## src/rtl/fft_r2_stage_gen.sv

```systemverilog
// Pipelined radix-2 DIF FFT stage: butterfly, twiddle rotation of the difference lane,
// then a delay-line commutator that regroups pairs for the following stage.
module fft_r2_stage_gen #(
  parameter int WIDTH    = 12,
  parameter int TW_WIDTH = 12,
  parameter int N_LOG2   = 4,
  parameter int STAGE    = 1,
  parameter int SCALE    = 1
) (
  input  logic                       clk,
  input  logic                       rst_n,
  input  logic                       in_valid,
  input  logic signed [WIDTH-1:0]    in1_re,
  input  logic signed [WIDTH-1:0]    in1_im,
  input  logic signed [WIDTH-1:0]    in2_re,
  input  logic signed [WIDTH-1:0]    in2_im,
  output logic [N_LOG2-2:0]          tw_addr,
  input  logic signed [TW_WIDTH-1:0] tw_re,
  input  logic signed [TW_WIDTH-1:0] tw_im,
  output logic                       out_valid,
  output logic                       out_sop,
  output logic signed [WIDTH-1:0]    out1_re,
  output logic signed [WIDTH-1:0]    out1_im,
  output logic signed [WIDTH-1:0]    out2_re,
  output logic signed [WIDTH-1:0]    out2_im
);

  localparam int CW    = N_LOG2 - 1;
  localparam int PW    = WIDTH + TW_WIDTH + 1;
  localparam int MBITS = N_LOG2 - 1 - STAGE;
  localparam bit LAST  = (STAGE == N_LOG2 - 1);
  localparam int DL2   = LAST ? 0 : (N_LOG2 - STAGE - 2);
  localparam int D     = 1 << DL2;

  localparam logic [CW-1:0]        TW_MASK = CW'((1 << MBITS) - 1);
  localparam logic signed [PW-1:0] MAXP    = {{(PW-WIDTH+1){1'b0}}, {(WIDTH-1){1'b1}}};
  localparam logic signed [PW-1:0] MINP    = {{(PW-WIDTH+1){1'b1}}, {(WIDTH-1){1'b0}}};
  localparam logic signed [PW-1:0] RND     = PW'(1) <<< (TW_WIDTH - 2);
  localparam logic signed [WIDTH+1:0] ONE2 = {{(WIDTH+1){1'b0}}, 1'b1};

  generate
    if (STAGE < 0 || STAGE > N_LOG2 - 1 || N_LOG2 < 2 || WIDTH < 2 || TW_WIDTH < 2) begin : g_bad_param
      $error("fft_r2_stage_gen: STAGE must lie in 0..N_LOG2-1");
    end
  endgenerate

  function automatic logic signed [WIDTH-1:0] sat_w(input logic signed [PW-1:0] x);
    if (x > MAXP)      sat_w = MAXP[WIDTH-1:0];
    else if (x < MINP) sat_w = MINP[WIDTH-1:0];
    else               sat_w = x[WIDTH-1:0];
  endfunction

  function automatic logic signed [WIDTH+1:0] ext2(input logic signed [WIDTH-1:0] a);
    return {{2{a[WIDTH-1]}}, a};
  endfunction

  // The +1 can push d = max-min one past range in scaled mode, so scaled results are clipped too
  function automatic logic signed [WIDTH-1:0] bfly(input logic signed [WIDTH+1:0] x);
    logic signed [WIDTH+1:0] r;
    r = (SCALE != 0) ? ((x + ONE2) >>> 1) : x;
    return sat_w({{(TW_WIDTH-1){r[WIDTH+1]}}, r});
  endfunction

  function automatic logic signed [PW-1:0] sxd(input logic signed [WIDTH-1:0] a);
    return {{(PW-WIDTH){a[WIDTH-1]}}, a};
  endfunction

  function automatic logic signed [PW-1:0] sxt(input logic signed [TW_WIDTH-1:0] a);
    return {{(PW-TW_WIDTH){a[TW_WIDTH-1]}}, a};
  endfunction

  logic [CW-1:0] cnt;

  always_ff @(posedge clk or negedge rst_n) begin
    if (!rst_n)        cnt <= '0;
    else if (in_valid) cnt <= cnt + CW'(1);
  end

  assign tw_addr = (cnt & TW_MASK) << STAGE;

  logic signed [WIDTH+1:0] sum_re, sum_im, dif_re, dif_im;
  assign sum_re = ext2(in1_re) + ext2(in2_re);
  assign sum_im = ext2(in1_im) + ext2(in2_im);
  assign dif_re = ext2(in1_re) - ext2(in2_re);
  assign dif_im = ext2(in1_im) - ext2(in2_im);

  logic signed [WIDTH-1:0] p1_s_re, p1_s_im, p1_d_re, p1_d_im;
  logic                    p1_k0, p1_v;

  always_ff @(posedge clk or negedge rst_n) begin
    if (!rst_n) begin
      p1_s_re <= '0;
      p1_s_im <= '0;
      p1_d_re <= '0;
      p1_d_im <= '0;
      p1_k0   <= 1'b0;
      p1_v    <= 1'b0;
    end else begin
      p1_s_re <= bfly(sum_re);
      p1_s_im <= bfly(sum_im);
      p1_d_re <= bfly(dif_re);
      p1_d_im <= bfly(dif_im);
      p1_k0   <= (tw_addr == '0);
      p1_v    <= in_valid;
    end
  end

  // The registered ROM returns tw one cycle after tw_addr, lining it up with stage-1 data
  logic signed [PW-1:0] prod_re, prod_im;
  assign prod_re = sxd(p1_d_re) * sxt(tw_re) - sxd(p1_d_im) * sxt(tw_im);
  assign prod_im = sxd(p1_d_re) * sxt(tw_im) + sxd(p1_d_im) * sxt(tw_re);

  logic signed [PW-1:0]    p2_re, p2_im;
  logic signed [WIDTH-1:0] p2_s_re, p2_s_im, p2_d_re, p2_d_im;
  logic                    p2_k0, p2_v;

  always_ff @(posedge clk or negedge rst_n) begin
    if (!rst_n) begin
      p2_re   <= '0;
      p2_im   <= '0;
      p2_s_re <= '0;
      p2_s_im <= '0;
      p2_d_re <= '0;
      p2_d_im <= '0;
      p2_k0   <= 1'b0;
      p2_v    <= 1'b0;
    end else begin
      p2_re   <= prod_re;
      p2_im   <= prod_im;
      p2_s_re <= p1_s_re;
      p2_s_im <= p1_s_im;
      p2_d_re <= p1_d_re;
      p2_d_im <= p1_d_im;
      p2_k0   <= p1_k0;
      p2_v    <= p1_v;
    end
  end

  // W^0 = 1 is not representable in Q1.x, so k = 0 bypasses the multiplier exactly
  logic signed [PW-1:0] rnd_re, rnd_im;
  assign rnd_re = (p2_re + RND) >>> (TW_WIDTH - 1);
  assign rnd_im = (p2_im + RND) >>> (TW_WIDTH - 1);

  logic signed [WIDTH-1:0] x1_re, x1_im, x2_re, x2_im;
  logic                    v_c;

  always_ff @(posedge clk or negedge rst_n) begin
    if (!rst_n) begin
      x1_re <= '0;
      x1_im <= '0;
      x2_re <= '0;
      x2_im <= '0;
      v_c   <= 1'b0;
    end else begin
      x1_re <= p2_s_re;
      x1_im <= p2_s_im;
      x2_re <= p2_k0 ? p2_d_re : sat_w(rnd_re);
      x2_im <= p2_k0 ? p2_d_im : sat_w(rnd_im);
      v_c   <= p2_v;
    end
  end

  logic [2*WIDTH-1:0] o1, o2;
  logic               ov;

  generate
    if (LAST) begin : g_bypass
      assign o1 = {x1_re, x1_im};
      assign o2 = {x2_re, x2_im};
      assign ov = v_c;
    end else begin : g_comm
      logic [DL2:0]       ph;
      logic               sel;
      logic [2*WIDTH-1:0] x1_pk, x2_pk, x2d, m1;
      logic [2*WIDTH-1:0] dl1 [D];
      logic [2*WIDTH-1:0] dl2 [D];
      logic               dlv [D];

      always_ff @(posedge clk or negedge rst_n) begin
        if (!rst_n)   ph <= '0;
        else if (v_c) ph <= ph + (DL2+1)'(1);
      end

      assign sel   = ph[DL2];
      assign x1_pk = {x1_re, x1_im};
      assign x2_pk = {x2_re, x2_im};
      assign x2d   = dl2[D-1];
      assign m1    = sel ? x2d : x1_pk;

      // Delay lines free-run so the trailing half-block drains during inter-frame gaps
      always_ff @(posedge clk or negedge rst_n) begin
        if (!rst_n) begin
          for (int i = 0; i < D; i++) begin
            dl1[i] <= '0;
            dl2[i] <= '0;
            dlv[i] <= 1'b0;
          end
        end else begin
          dl1[0] <= m1;
          dl2[0] <= x2_pk;
          dlv[0] <= v_c;
          for (int i = 1; i < D; i++) begin
            dl1[i] <= dl1[i-1];
            dl2[i] <= dl2[i-1];
            dlv[i] <= dlv[i-1];
          end
        end
      end

      assign o1 = dl1[D-1];
      assign o2 = sel ? x1_pk : x2d;
      assign ov = dlv[D-1];
    end
  endgenerate

  logic [CW-1:0] obeat;

  always_ff @(posedge clk or negedge rst_n) begin
    if (!rst_n)  obeat <= '0;
    else if (ov) obeat <= obeat + CW'(1);
  end

  assign out_valid = ov;
  assign out_sop   = ov & (obeat == '0);
  assign out1_re   = o1[2*WIDTH-1:WIDTH];
  assign out1_im   = o1[WIDTH-1:0];
  assign out2_re   = o2[2*WIDTH-1:WIDTH];
  assign out2_im   = o2[WIDTH-1:0];

endmodule

```

## config.mk

```make
export PLATFORM = sky130hd
export DESIGN_NAME = fft_r2_stage_gen
export DESIGN_NICKNAME = d
export VERILOG_FILES = /design/src/rtl/fft_r2_stage_gen.sv
export SDC_FILE = /design/constraint.sdc
export NUM_CORES = 2
export LEC_CHECK = 0
export ABC_AREA = 1
export CAP_MARGIN = 20
export CORE_MARGIN = 2
export CORE_UTILIZATION = 65
export CTS_CLUSTER_SIZE = 14
export DETAILED_ROUTE_END_ITERATION = 10
export PLACE_DENSITY = 0.84
export SLEW_MARGIN = 25
export SYNTH_ARGS = -nofsm -noshare
export SYNTH_HDL_FRONTEND = slang
export SYNTH_SLANG_ARGS = --single-unit
```

## constraint.sdc

```tcl
create_clock -name clk -period 16.8 [get_ports clk]
set_input_delay 1.68 -clock clk [delete_from_list [all_inputs] [get_ports clk]]
set_output_delay 1.68 -clock clk [all_outputs]
set_load 0.01 [all_outputs]
```

After elaboration in Yosys (flattened, before gate mapping)

Index checks and enable logic that the tools add are counted.
Widths: inputs -> output; s select.

Add/sub/neg operators: 15
Multiply operators: 4
$lt $le $gt $ge: 12
Multiplexer cells: 16
Bitwise logic cells: 1
Reductions and logical operators: 2

Operator list:

| operator               | number |
|---|---|
| $mux 12                | 14 |
| $mul 12x12->24         | 4 |
| $add 13x2->14 const B  | 4 |
| $gt 13x12->1 const B   | 4 |
| $lt 13x12->1 const B   | 4 |
| $add 25x12->25 const B | 2 |
| $mux 24                | 2 |
| $gt 14x12->1 const B   | 2 |
| $lt 14x12->1 const B   | 2 |
| $add 12x12->13         | 2 |
| $sub 12x12->13         | 2 |
| $add 24x24->25         | 1 |
| $sub 24x24->25         | 1 |
| $add 3x1->3 const B    | 2 |
| $logic_not 3->1        | 2 |
| $add 2x1->2 const B    | 1 |
| $and 1x1->1            | 1 |

Register bits after elaboration: 305
Input port bits: 75

Longest topological paths before layout

Word-level depth: 5
Mapped depth: 28

Least setup slack after synthesis

No wires, ideal clock.

Kind: input -> register
Start: input tw_im[1]
End: register p2_im[21]
Library setup time: 0.079 ns
Data arrival time: 7.093 ns
Slack: 9.627 ns
Cell stages on the path: 20
Buffers on the path: 1
Cells stage by stage: clkbuf_1 > nand2_1 > inv_1 > fa_1 > fa_1 > inv_1 > fa_1 > inv_1 > fa_1 > fa_1 > fa_1 > inv_1 > fa_1 > inv_1 > ha_1 > nand2_1 > nor4_1 > nand3_1 > nand3_1 > xor2_1

Word-level cells in the longest chain between the ends: 2

RTL lines:

| element              | RTL line | text |
|---|---|---|
| from (decl)          | 19       | `input logic signed [TW_WIDTH-1:0] tw_im,` |
| $mul 12x12->24       | 111      | `assign prod_im = sxd(p1_d_re) * sxt(tw_im) + sxd(p1_d_im) * sxt(tw_re);` |
| $add 24x24->25       | 111      |  |
| via prod_im[21]      | 109      | `logic signed [PW-1:0] prod_re, prod_im;` |
| to (signal assigned) | 129      | `p2_im <= prod_im;` |
| to (decl)            | 113      | `logic signed [PW-1:0] p2_re, p2_im;` |

The timed path passes the listed nets, and every way through them passes these cells.
A chain may end at the register's enable or synchronous reset.

Worst setup path after layout

Start: input tw_re[11]
End: register p2_re[21]

Word-level cells in the longest chain between the ends: 2

RTL lines:

| element              | RTL line | text |
|---|---|---|
| from (decl)          | 18       | `input logic signed [TW_WIDTH-1:0] tw_re,` |
| $mul 12x12->24       | 110      | `assign prod_re = sxd(p1_d_re) * sxt(tw_re) - sxd(p1_d_im) * sxt(tw_im);` |
| $sub 24x24->25       | 110      |  |
| via prod_re[21]      | 109      |  |
| to (signal assigned) | 128      | `p2_re <= prod_re;` |
| to (decl)            | 113      |  |

The timed path passes the listed nets, and every way through them passes these cells.

==> impl_metrics.yaml <==
outcome:
  status: "complete, no violations"
floorplan:
  die-area_um2: 57600
  start_util: 0.657
  ioPinCount: 128
  rows: 86
  dieHeight_um: 240
  coreArea_um2: 55100
  die_w_um: 240
final_layout:
  regArea_um2: 7110
  multi_input_area_um2: 23800
  drive_above_1_share: 0.0294
  n_fill_cell: 4119
  layout.nets: 5290
  areaGrowthSynthToFinish_pct: 7.65
yosys:
  synth-warning-count: 0
  syn_nets: 5232
  syn_area_per_cell_um2: 8.52
  yosysUniqueCellTypes: 40
  synth_area_um2: 36200
  synth_edf_count: 0
  synth_seq_area_share: 0.196
  synthArstFlopShare: 1.00
  syn_inst: 4248
  ys_dominant_reg_cell: "dfrtp_1"
  synth.ff_latch_count: 284
critical_path:
  r2r-start: "p1_d_im[11]"
  crit_family: "adder cells"
  path_class: "in -> reg"
  cp-start-kind: "input port"
  reg2reg_slack_ps: 9550
  cp_data_arrival_time_ps: 8420
  crit_start: "tw_re[11]"
  slowest_delay_ps: 730
  path_depth: 21
  cp_common_cell: "fa_1"
  worstPathMaxFanout: 21
  crit_required_ps: 17270
  rr_worst_depth: 20
  crit_buf_inv: 5
  crit_chain: "clkdlybuf4s50_1, inv_1, or2_2, fa_1, fa_1, inv_1, fa_1, fa_1, fa_1, fa_1, inv_1, fa_1, inv_1, ha_1, a21oi_1, a21boi_0, nor2_1, nor3_1, nand3_1, nand2_1, nand2_1"
  cp-end-kind: "register"
  crit_slowest_cell: "clkdlybuf4s50_1"
drt:
  vias: 27100
  drt_iter0_markers: 2132
  drc: 0
  ant_nets: 0
  vias_per_cell: 5.34
  wl_um: 88700
  drt-pass1-iter-count: 6
  routedWlPerCell_um: 17.5
global_routing:
  grt.overflow.total: 0
  globalRouteTotalUtil: 0.331
  grt_max_degree: 125
  grt_pass1_vias: 29400
  antenna_found_initial: 4
  grt_pass1_wl_um: 148000
timing:
  tightestPinTransition_ps: 1120
  rsz0062_at_grt: "no"
  setup_violations: 0
  finalMaxSlewViolations: 0
  period_minus_slack_ps: 7950
  slew_headroom: 0.253
  finalSetupTns_ps: 0
  hold_ws_ps: 340
  max_freq_mhz: 126
  fin_crit_sh: 0.473
  hold_viol: 0
  skew_ps: 18.5
clock_network:
  post_cts_buffers: 0
  cts_hold_buffers: 0
  clkSlewWorstSetupHoldPaths_ps: 80
  postCtsResizedCells: 0
  worst_skew_pair.late_latency_ps: 570
  tritoncts: "built"
  root_buffer: "clkbuf_16"
  clockBufferDepth: 3
  cts_max_level: 1
  numCtsBuffers: 28
  cts_sinks: 284
min_path:
  hold_depth: 0
  min_path_type: "reg -> reg"
  holdCritStartpoint: "x2_im[3]"
placement:
  dpl.hpwl_um: 69400
  port_buffers: 126
  place_congestion: 0.951
run:
  maxCapViolCount: 0
metrics by stage:
step | area [um2] | worst slack [ps] | util | std cells
after floorplan | 36200 | 9630 | - | 4248
after global placement | 38100 | 8170 | 0.691 | 5024
after detailed placement | 38100 | 8070 | 0.691 | 5024
after CTS | 39000 | 8610 | 0.707 | 5072
after global routing | 39000 | 8460 | 0.707 | 5072
final | 39000 | 8850 | 0.708 | 5073
sequential cells by signal, summed over array words and instances, names as in the netlist, 15 cells and up:
register and cells:
p2_re 15, o1 24, p2_im 15, g_comm.dl2 24, g_comm.dl1 24, g_comm.x2d 24
cell type report:
type	count	area share
antenna	1	0.0000642
clock buffer	36	0.0198
clock inverter	12	0.00276
inverter	1229	0.118
multi-input combinational	2592	0.612
sequential	284	0.182
tap	748	0.0240
timing repair buffer	171	0.0411
kinds of logic (layout without fill, tap and decap cells):
family,after synthesis,count (layout),share of synthesized area
compound gates,262,262,0.0394
other cells,1,2,0.000104
fa+ha+maj,909,909,0.449
buf+inv,1372,1448,0.145
flops,284,284,0.196
xor+xnor,97,97,0.0235
simple gates,1323,1323,0.146
cells in the mapped netlist, drive strengths merged (20+ instances only):
cell	count	area, um2
nand2	980	3700
o21ai	120	608
nor3	20	105
inv	1229	4610
dfrtp	284	7110
ha	256	3200
nand4	21	131
nand3	100	505
nor2	179	694
buf	33	239
fa	653	13100
xnor2	25	219
a21oi	105	537
xor2	72	631
clkbuf	110	413
layout by cell type (no fill, tap or decap), types with 6 or more instances in the layout:
cell,netlist,routed
dfrtp_1,284,281
a31oi_1,9,9
nor3_1,19,19
nand2_2,7,7
o21ai_0,113,113
fa_1,653,653
inv_1,1227,1226
xnor2_1,25,25
nand2_1,973,973
xor2_1,72,72
a21oi_1,104,104
o21bai_1,14,14
nand4_1,21,21
clkdlybuf4s50_1,0,123
ha_1,256,256
or2_2,11,11
buf_4,27,43
clkinvlp_4,0,6
clkbuf_16,0,29
nor2_1,174,174
nand3_1,99,99
final timing paths:
path,to
worst max-delay path,p2_re[21]
worst min-delay path,g_comm.dl2[27]
worst max register to register,p2_re[21]
worst min register to register,g_comm.dl2[27]
max in group asynchronous,p2_im[15]
min in group asynchronous,g_comm.dl1[43]
per-layer routing:
metal / vias to the layer above / share of wire / global-route usage / wire length [um]
met1: 13300 / 0.38 / 0.420 / 33400
met3: 312 / 0.090 / 0.0662 / 7990
met5: - / 0.00062 / 0 / 55
met4: 8 / 0.050 / 0.151 / 4420
met2: 1254 / 0.48 / 0.553 / 42900
li1: 12200 / - / - / -
Power is left out: the tool's default activity adds up to more than one toggle a clock period on the data nets, which glitch-free logic cannot reach.
